$ cat src/rtl/imem_fetch_unit.sv
// Instruction-fetch reader between the PC register and a variable-latency instruction memory.
// One fetch in flight at a time; the returned word and its PC are held for decode until accepted.
module imem_fetch_unit #(
    parameter int ADDR_W  = 32,
    parameter int TIMEOUT = 16,
    parameter int CNT_W   = 5
) (
    input  logic              clock,
    input  logic              resetn,
    input  logic [ADDR_W-1:0] pc_in,
    input  logic              pc_valid,
    output logic              pc_ready,
    output logic [ADDR_W-1:0] imem_addr,
    output logic              imem_req,
    input  logic              imem_ack,
    input  logic [31:0]       imem_rdata,
    input  logic              flush,
    output logic [31:0]       instr_out,
    output logic [ADDR_W-1:0] instr_pc,
    output logic              instr_valid,
    input  logic              instr_ready,
    output logic              fetch_err,
    output logic [2:0]        fsm_state
);

    // Handshakes: a transfer happens on a rising edge where valid and ready are both high.
    // pc side: pc_valid/pc_ready. Decode side: instr_valid/instr_ready. Memory side: imem_req
    // is held with a stable imem_addr until the single-cycle imem_ack pulse.

    typedef enum logic [2:0] {
        S_IDLE  = 3'd0,
        S_WAIT  = 3'd1,
        S_HOLD  = 3'd2,
        S_DRAIN = 3'd3,
        S_ERR   = 3'd4
    } state_t;

    state_t            state_q, state_d;
    logic [ADDR_W-1:0] addr_q, addr_d;
    logic [ADDR_W-1:0] pc_q, pc_d;
    logic [31:0]       instr_q, instr_d;
    logic [CNT_W-1:0]  cnt_q, cnt_d;

    logic pc_fire;
    logic pc_aligned;
    logic timeout_hit;

    assign pc_fire     = pc_valid & pc_ready;
    assign pc_aligned  = (pc_in[1:0] == 2'b00);
    assign timeout_hit = (cnt_q == CNT_W'(TIMEOUT - 1));

    always_ff @(posedge clock or negedge resetn) begin
        if (!resetn) begin
            state_q <= S_IDLE;
        end else begin
            state_q <= state_d;
        end
    end

    // An ack always wins over the timeout: a word arriving on the last allowed cycle is kept.
    always_comb begin
        state_d = state_q;
        case (state_q)
            S_IDLE: begin
                if (pc_fire) begin
                    state_d = pc_aligned ? S_WAIT : S_ERR;
                end
            end
            S_WAIT: begin
                if (imem_ack) begin
                    state_d = flush ? S_IDLE : S_HOLD;
                end else if (timeout_hit) begin
                    state_d = S_ERR;
                end else if (flush) begin
                    state_d = S_DRAIN;
                end
            end
            S_DRAIN: begin
                if (imem_ack) begin
                    state_d = S_IDLE;
                end else if (timeout_hit) begin
                    state_d = S_ERR;
                end
            end
            S_HOLD: begin
                if (flush || instr_ready) begin
                    state_d = S_IDLE;
                end
            end
            S_ERR:   state_d = S_ERR;
            default: state_d = S_IDLE;
        endcase
    end

    // Gating pc_ready with resetn keeps it low for the whole reset pulse.
    always_comb begin
        fetch_err   = (state_q == S_ERR);
        pc_ready    = resetn && (state_q == S_IDLE) && !fetch_err;
        imem_req    = (state_q == S_WAIT) || (state_q == S_DRAIN);
        instr_valid = (state_q == S_HOLD);
        fsm_state   = state_q;
    end

    always_comb begin
        addr_d  = addr_q;
        pc_d    = pc_q;
        instr_d = instr_q;
        cnt_d   = cnt_q;
        case (state_q)
            S_IDLE: begin
                if (pc_fire && pc_aligned) begin
                    addr_d = pc_in;
                    pc_d   = pc_in;
                    cnt_d  = '0;
                end
            end
            S_WAIT, S_DRAIN: begin
                if (state_q == S_WAIT && imem_ack && !flush) begin
                    instr_d = imem_rdata;
                end
                if (!imem_ack && !timeout_hit) begin
                    cnt_d = cnt_q + CNT_W'(1);
                end
            end
            default: ;
        endcase
    end

    always_ff @(posedge clock or negedge resetn) begin
        if (!resetn) begin
            addr_q  <= '0;
            pc_q    <= '0;
            instr_q <= '0;
            cnt_q   <= '0;
        end else begin
            addr_q  <= addr_d;
            pc_q    <= pc_d;
            instr_q <= instr_d;
            cnt_q   <= cnt_d;
        end
    end

    assign imem_addr = addr_q;
    assign instr_pc  = pc_q;
    assign instr_out = instr_q;

endmodule
$ cat config.mk
export PLATFORM = sky130hd
export DESIGN_NAME = imem_fetch_unit
export DESIGN_NICKNAME = d
export VERILOG_FILES = /design/src/rtl/imem_fetch_unit.sv
export SDC_FILE = /design/constraint.sdc
export NUM_CORES = 1
export LEC_CHECK = 0
export BUFFER_PORTS_ARGS = -buffer_cell sky130_fd_sc_hd__buf_2
export CAP_MARGIN = 20
export CORE_MARGIN = 2
export CORE_UTILIZATION = 45
export CTS_CLUSTER_SIZE = 40
export DETAILED_ROUTE_END_ITERATION = 7
export HOLD_SLACK_MARGIN = 0.12
export PLACE_DENSITY = 0.79
export SLEW_MARGIN = 20
export SYNTH_ARGS = -nofsm -noshare
export SYNTH_HDL_FRONTEND = slang
export SYNTH_SLANG_ARGS = --single-unit
$ cat constraint.sdc
create_clock -name clock -period 2.6 [get_ports clock]
set_clock_uncertainty 0.05 [all_clocks]
set_input_delay 0.26 -clock clock [delete_from_list [all_inputs] [get_ports clock]]
set_output_delay 0.26 -clock clock [all_outputs]
set_load 0.02 [all_outputs]
== After elaboration in Yosys (flattened, before gate mapping) ==
Cells that the tools add are included.

* Bits in registers: 72
* Bits in latches: 0
* Memory bits (writable): 0
* Memory bits (read-only): 0
* Input bits: 70
* Output and inout bits: 103
* Word-level logic and storage cells: 50
* Memories: 0

* $add $sub $neg: 1
* Multipliers: 0
* Div/mod/pow operators: 0
* $lt $le $gt $ge: 0
* Equal/unequal tests: 11
* Shift operators: 0
* Muxes and demuxes: 13
* Bitwise logic cells: 1
* Reductions and logical operators: 20

{| class="wikitable"
|+ Operators with widths
! kind !! count
|-
| two-way mux 3 bit || 8
|-
| case mux 3 bit (5 select lines) || 1
|-
| two-way mux 5 bit || 2
|-
| case mux 5 bit (2 select lines) || 1
|-
| equality test 3 x 2 -> 1 bit (second input constant) || 2
|-
| logical AND 1 bit || 6
|-
| adder 5 x 1 -> 5 bit (second input constant) || 1
|-
| equality test 5 x 4 -> 1 bit (second input constant) || 1
|-
| logical NOT 1 bit || 4
|-
| inequality test 2 x 1 -> 1 bit (second input constant) || 2
|-
| inequality test 2 bit (second input constant) || 2
|-
| inequality test 4 bit (second input constant) || 1
|-
| AND reduction 2 bit || 2
|-
| AND reduction 4 bit || 1
|-
| equality test 3 x 1 -> 1 bit (second input constant) || 1
|-
| equality test 3 bit (second input constant) || 1
|-
| logical NOT 3 bit || 1
|-
| inequality test 3 bit (second input constant) || 1
|-
| AND reduction 3 bit || 1
|-
| logical NOT 2 bit || 1
|-
| logical OR 1 bit || 2
|-
| two-way mux 2 bit || 1
|-
| nonzero test 2 bit || 1
|-
| OR reduction 2 bit || 1
|-
| AND 1 bit || 1
|}

== Depth between registers and ports, before layout ==
* Depth after elaboration: 7
* Gate-level depth with buffers: 7
* Depth with buffers taken out: 7

== Worst setup path before layout ==
No wires, ideal clock.

* Kind: flip-flop to flip-flop
* Start point: reg cnt_q[0]
* End point: reg state_q[1] (netlist: fsm_state[1])
* Library setup time: 0.128 ns
* Data arrival time: 1.890 ns
* Required time: 2.422 ns
* Path slack: 0.532 ns
* Cell stages (with the launch flop): 8
* Path buffers: 0
* Clock period less this slack: 2.068 ns
* Cell sequence: dfrtp_1 ha_1 and3_1 ha_1 nor4b_1 a21oi_1 o31ai_2 mux2_1

* Cells in the longest elaborated chain, start to end: 4
* Elaborated cells on any way between the ends: 7
* Classes of those cells: eq/ne: 3; mux: 3; reduce/logical: 1

{| class="wikitable"
|+ RTL lines
! element !! line !! text
|-
| from (decl) || 42 || <nowiki>logic [CNT_W-1:0] cnt_q, cnt_d;</nowiki>
|-
| from (signal assigned) || 139 || <nowiki>cnt_q <= cnt_d;</nowiki>
|-
| equality test 5 x 4 -> 1 bit (*) || 50 || <nowiki>assign timeout_hit = (cnt_q == CNT_W'(TIMEOUT - 1));</nowiki>
|-
| two-way mux 3 bit || 72 || <nowiki>end else if (timeout_hit) begin</nowiki>
|-
| two-way mux 3 bit || 70 || <nowiki>if (imem_ack) begin</nowiki>
|-
| case mux 3 bit (5 select lines) || 63 || <nowiki>case (state_q)</nowiki>
|-
| to (signal assigned) || 56 || <nowiki>state_q <= state_d;</nowiki>
|-
| to (decl) || 38 || <nowiki>state_t state_q, state_d;</nowiki>
|}

Mark *: on every way between the ends. The rest lies on a longest branch, timed or not.
A chain may end at the register's enable or synchronous reset.

== Worst setup path after layout ==
Ends and elaborated chain as after synthesis.

==> impl_results.md <==
* Status: complete, no violations
* Global-route wire length before repair at 11600 um
* Starting density of the core at 0.472
* Setup ws final at 360 ps
* Yosys reg bits at 72
* Layout cell share with drive strength beyond 1 at 0.593
* Peak VDD IR at 0.418 mV
* DRC viols at 0
* Mapped Avg Cell Area at 14.7 um^2
* Vias at 2450
* Die Span X at 88.9 um
* Largest net degree at the start of global routing at 44
* Ports at 173
* Root buffer cell: clkbuf_8
* Row count at 30
* Post-synth EDFFs at 0
* Worst-path clk slew at 80 ps
* CTS HTree Levels at 3
* Aggregate global-route resource usage at 0.191
* Die H at 88.9 um
* CTS resizes at 0
* # fillers at 478
* Crit path launch type: flip-flop
* Critical-path cell list: ha_1 > and3_1 > ha_1 > nor4b_1 > a21oi_1 > o31ai_2 > mux2_1
* Crit path DAT at 2400 ps
* Hold Fails Final Rpt at 0
* Worst Setup Slack post-DPL at 377 ps
* Dpl hpwl at 4960 um
* Setup bufs post-CTS at 0
* Largest area contributor in the netlist: dfrtp_1
* Critical Path Max Stage Delay at 410 ps
* Critical path fanouts, max at 6
* Final Util at 0.701
* Clock buffer depth at 2
* Die area at 0.00791 mm^2
* Design Area, Final at 0.00482 mm^2
* Syn_nets at 293
* N_diodes at 0
* Critical path capture point type: flip-flop
* PwrDens at 1010 mW/mm^2
* Slew Viols, Final at 0
* Async set-or-reset flop fraction in the synthesized netlist at 1.00
* Max-cap viol count at 0
* Leakage Power at 2.68 nW
* Post-synthesis sequential area ratio at 0.555
* Tcrit/Tclk final at 0.862
* CTS Buf Count at 9
* Worst-Skew Late Latency at 330 ps
* Top_reg_cell synth: dfrtp_1
* Post-route ant nets at 0
* Setup CP Type: reg -> reg
* Worst path slowest cell: dfrtp_1
* Synth unique cells at 33
* Avg WL per Cell at 14.0 um
* Number of global-route vias before repair at 2493
* Layout area overhead at 48.4%
* Initial antenna violation count at 0
* Fmax at 446 MHz
* Setup Viol. Count Final at 0
* Synth area leaders: dfrtp_1, mux2_4, mux2_2
* Port bufs at 172
* Normalized max-slew margin at 0.579
* CP top delay family: simple AND/OR/NAND/NOR gates
* Min-delay worst type: in -> reg
* Via-to-Cell Ratio at 4.61
* Unrepaired setup endpoints after global routing: no
* Drt total wl at 7440 um
* Yosys Warn Count at 0
* First-pass detailed-route iteration total at 4
* Cell Area, Synth at 0.00325 mm^2
* DRT iter0 DRCs at 31
* Setup_tns at 0 ps
* Post-Synthesis Cells at 221
* Total core area at 0.00687 mm^2
* Bufs and invs on worst path at 0
* CTS Hold Bufs at 63
* Worst slew pin tran at 632 ps
* Layout Nets at 502
* GP Congestion at 0.726
* Crit path top cell by count: ha_1
* Total grt overflow at 0
* Share of the synthesized area in the top cell type at 0.555
* CTS tree: done
* Post-DP Area at 0.00394 mm^2
* Clock sink count at 72
* Final min period at 2240 ps
* Worst Path Required at 2760 ps
==> report_power, final <==
group / internal [mW] / switching [mW]
Clock: 0.645 / 0.415
Combinational: 0.855 / 1.20
Sequential: 1.50 / 0.267
==> Yosys cell counts (2+ instances only) <==
cell type,number
a21oi_1,2
and2_1,4
buf_2,3
buf_4,32
buf_6,4
dfrtp_1,72
ha_1,2
inv_1,2
mux2_2,32
mux2_4,30
nand2_1,3
nor2_1,8
nor3b_1,2
o21ai_0,6
==> layout by cell type, fill, tap and decap left out, types with 2 or more instances in the layout <==
cell type,instances
buf_2,171
dfrtp_1,72
dlygate4sd3_1,63
mux2_2,32
mux2_4,30
clkbuf_8,9
nor2_1,8
o21ai_0,6
and2_1,4
nand2_1,3
bufinv_16,3
buf_4,3
inv_1,2
nor3b_1,2
a21oi_1,2
ha_1,2
inv_6,2
==> cell families (layout without fill, tap and decap cells) <==
logic type                 Yosys count  in the layout  synth area share
muxes                               63             63             0.253
DFF                                 72             72             0.555
and+or+nand+nor                     27             27            0.0571
adders and majority gates            2              2           0.00771
buffers and inverters               42            256            0.0960
AOI/OAI and AO/OA                   15             15            0.0308
==> final timing paths <==
check,from,end,slack (ps),depth (start not counted)
worst min register to register,cnt_q[3],cnt_q[3],450,1
min in group asynchronous,resetn,fsm_state[1],390,2
worst min-delay path,flush,fsm_state[1],280,3
worst max-delay path,cnt_q[0],fsm_state[1],360,7
worst max register to register,cnt_q[0],fsm_state[1],360,7
max in group asynchronous,resetn,instr_pc[14],1270,3
==> through the flow <==
stage,power (mW),hold WS [ps],cells
finish,4.88,278,531
detailed placement,3.77,223,452
CTS,4.92,260,531
global route,5.17,277,531
floorplan,3.31,-85.6,221
global placement,3.72,214,452
==> final cells by class <==
cell class                      instances  area (um^2)  area share
Sequential cell                        72         1800       0.374
Timing Repair Buffer                  237         1510       0.313
Multi-Input combinational cell        107         1130       0.235
Clock buffer                           10          128      0.0265
Tap cell                               96          120      0.0249
Clock inverter                          6          115      0.0239
Inverter                                3         11.3     0.00234
==> worst min-delay path: stages <==
cell and delay (ps):
buf_2 100, o31ai_2 80, mux2_1 190
==> routing by layer <==
metal | wire [um] | GRT usage | share of wire
met1 | 2920 | 0.229 | 0.39
met5 | 0 | 0 | 0
met4 | 99 | 0.0702 | 0.013
met2 | 3820 | 0.334 | 0.51
met3 | 603 | 0.0443 | 0.081
==> registers in the layout (all words and copies together), names as in the netlist <==
name	count
cnt_q	5
fsm_state	3
instr_out	32
instr_pc	32
Power figures use the tool's default switching activity.
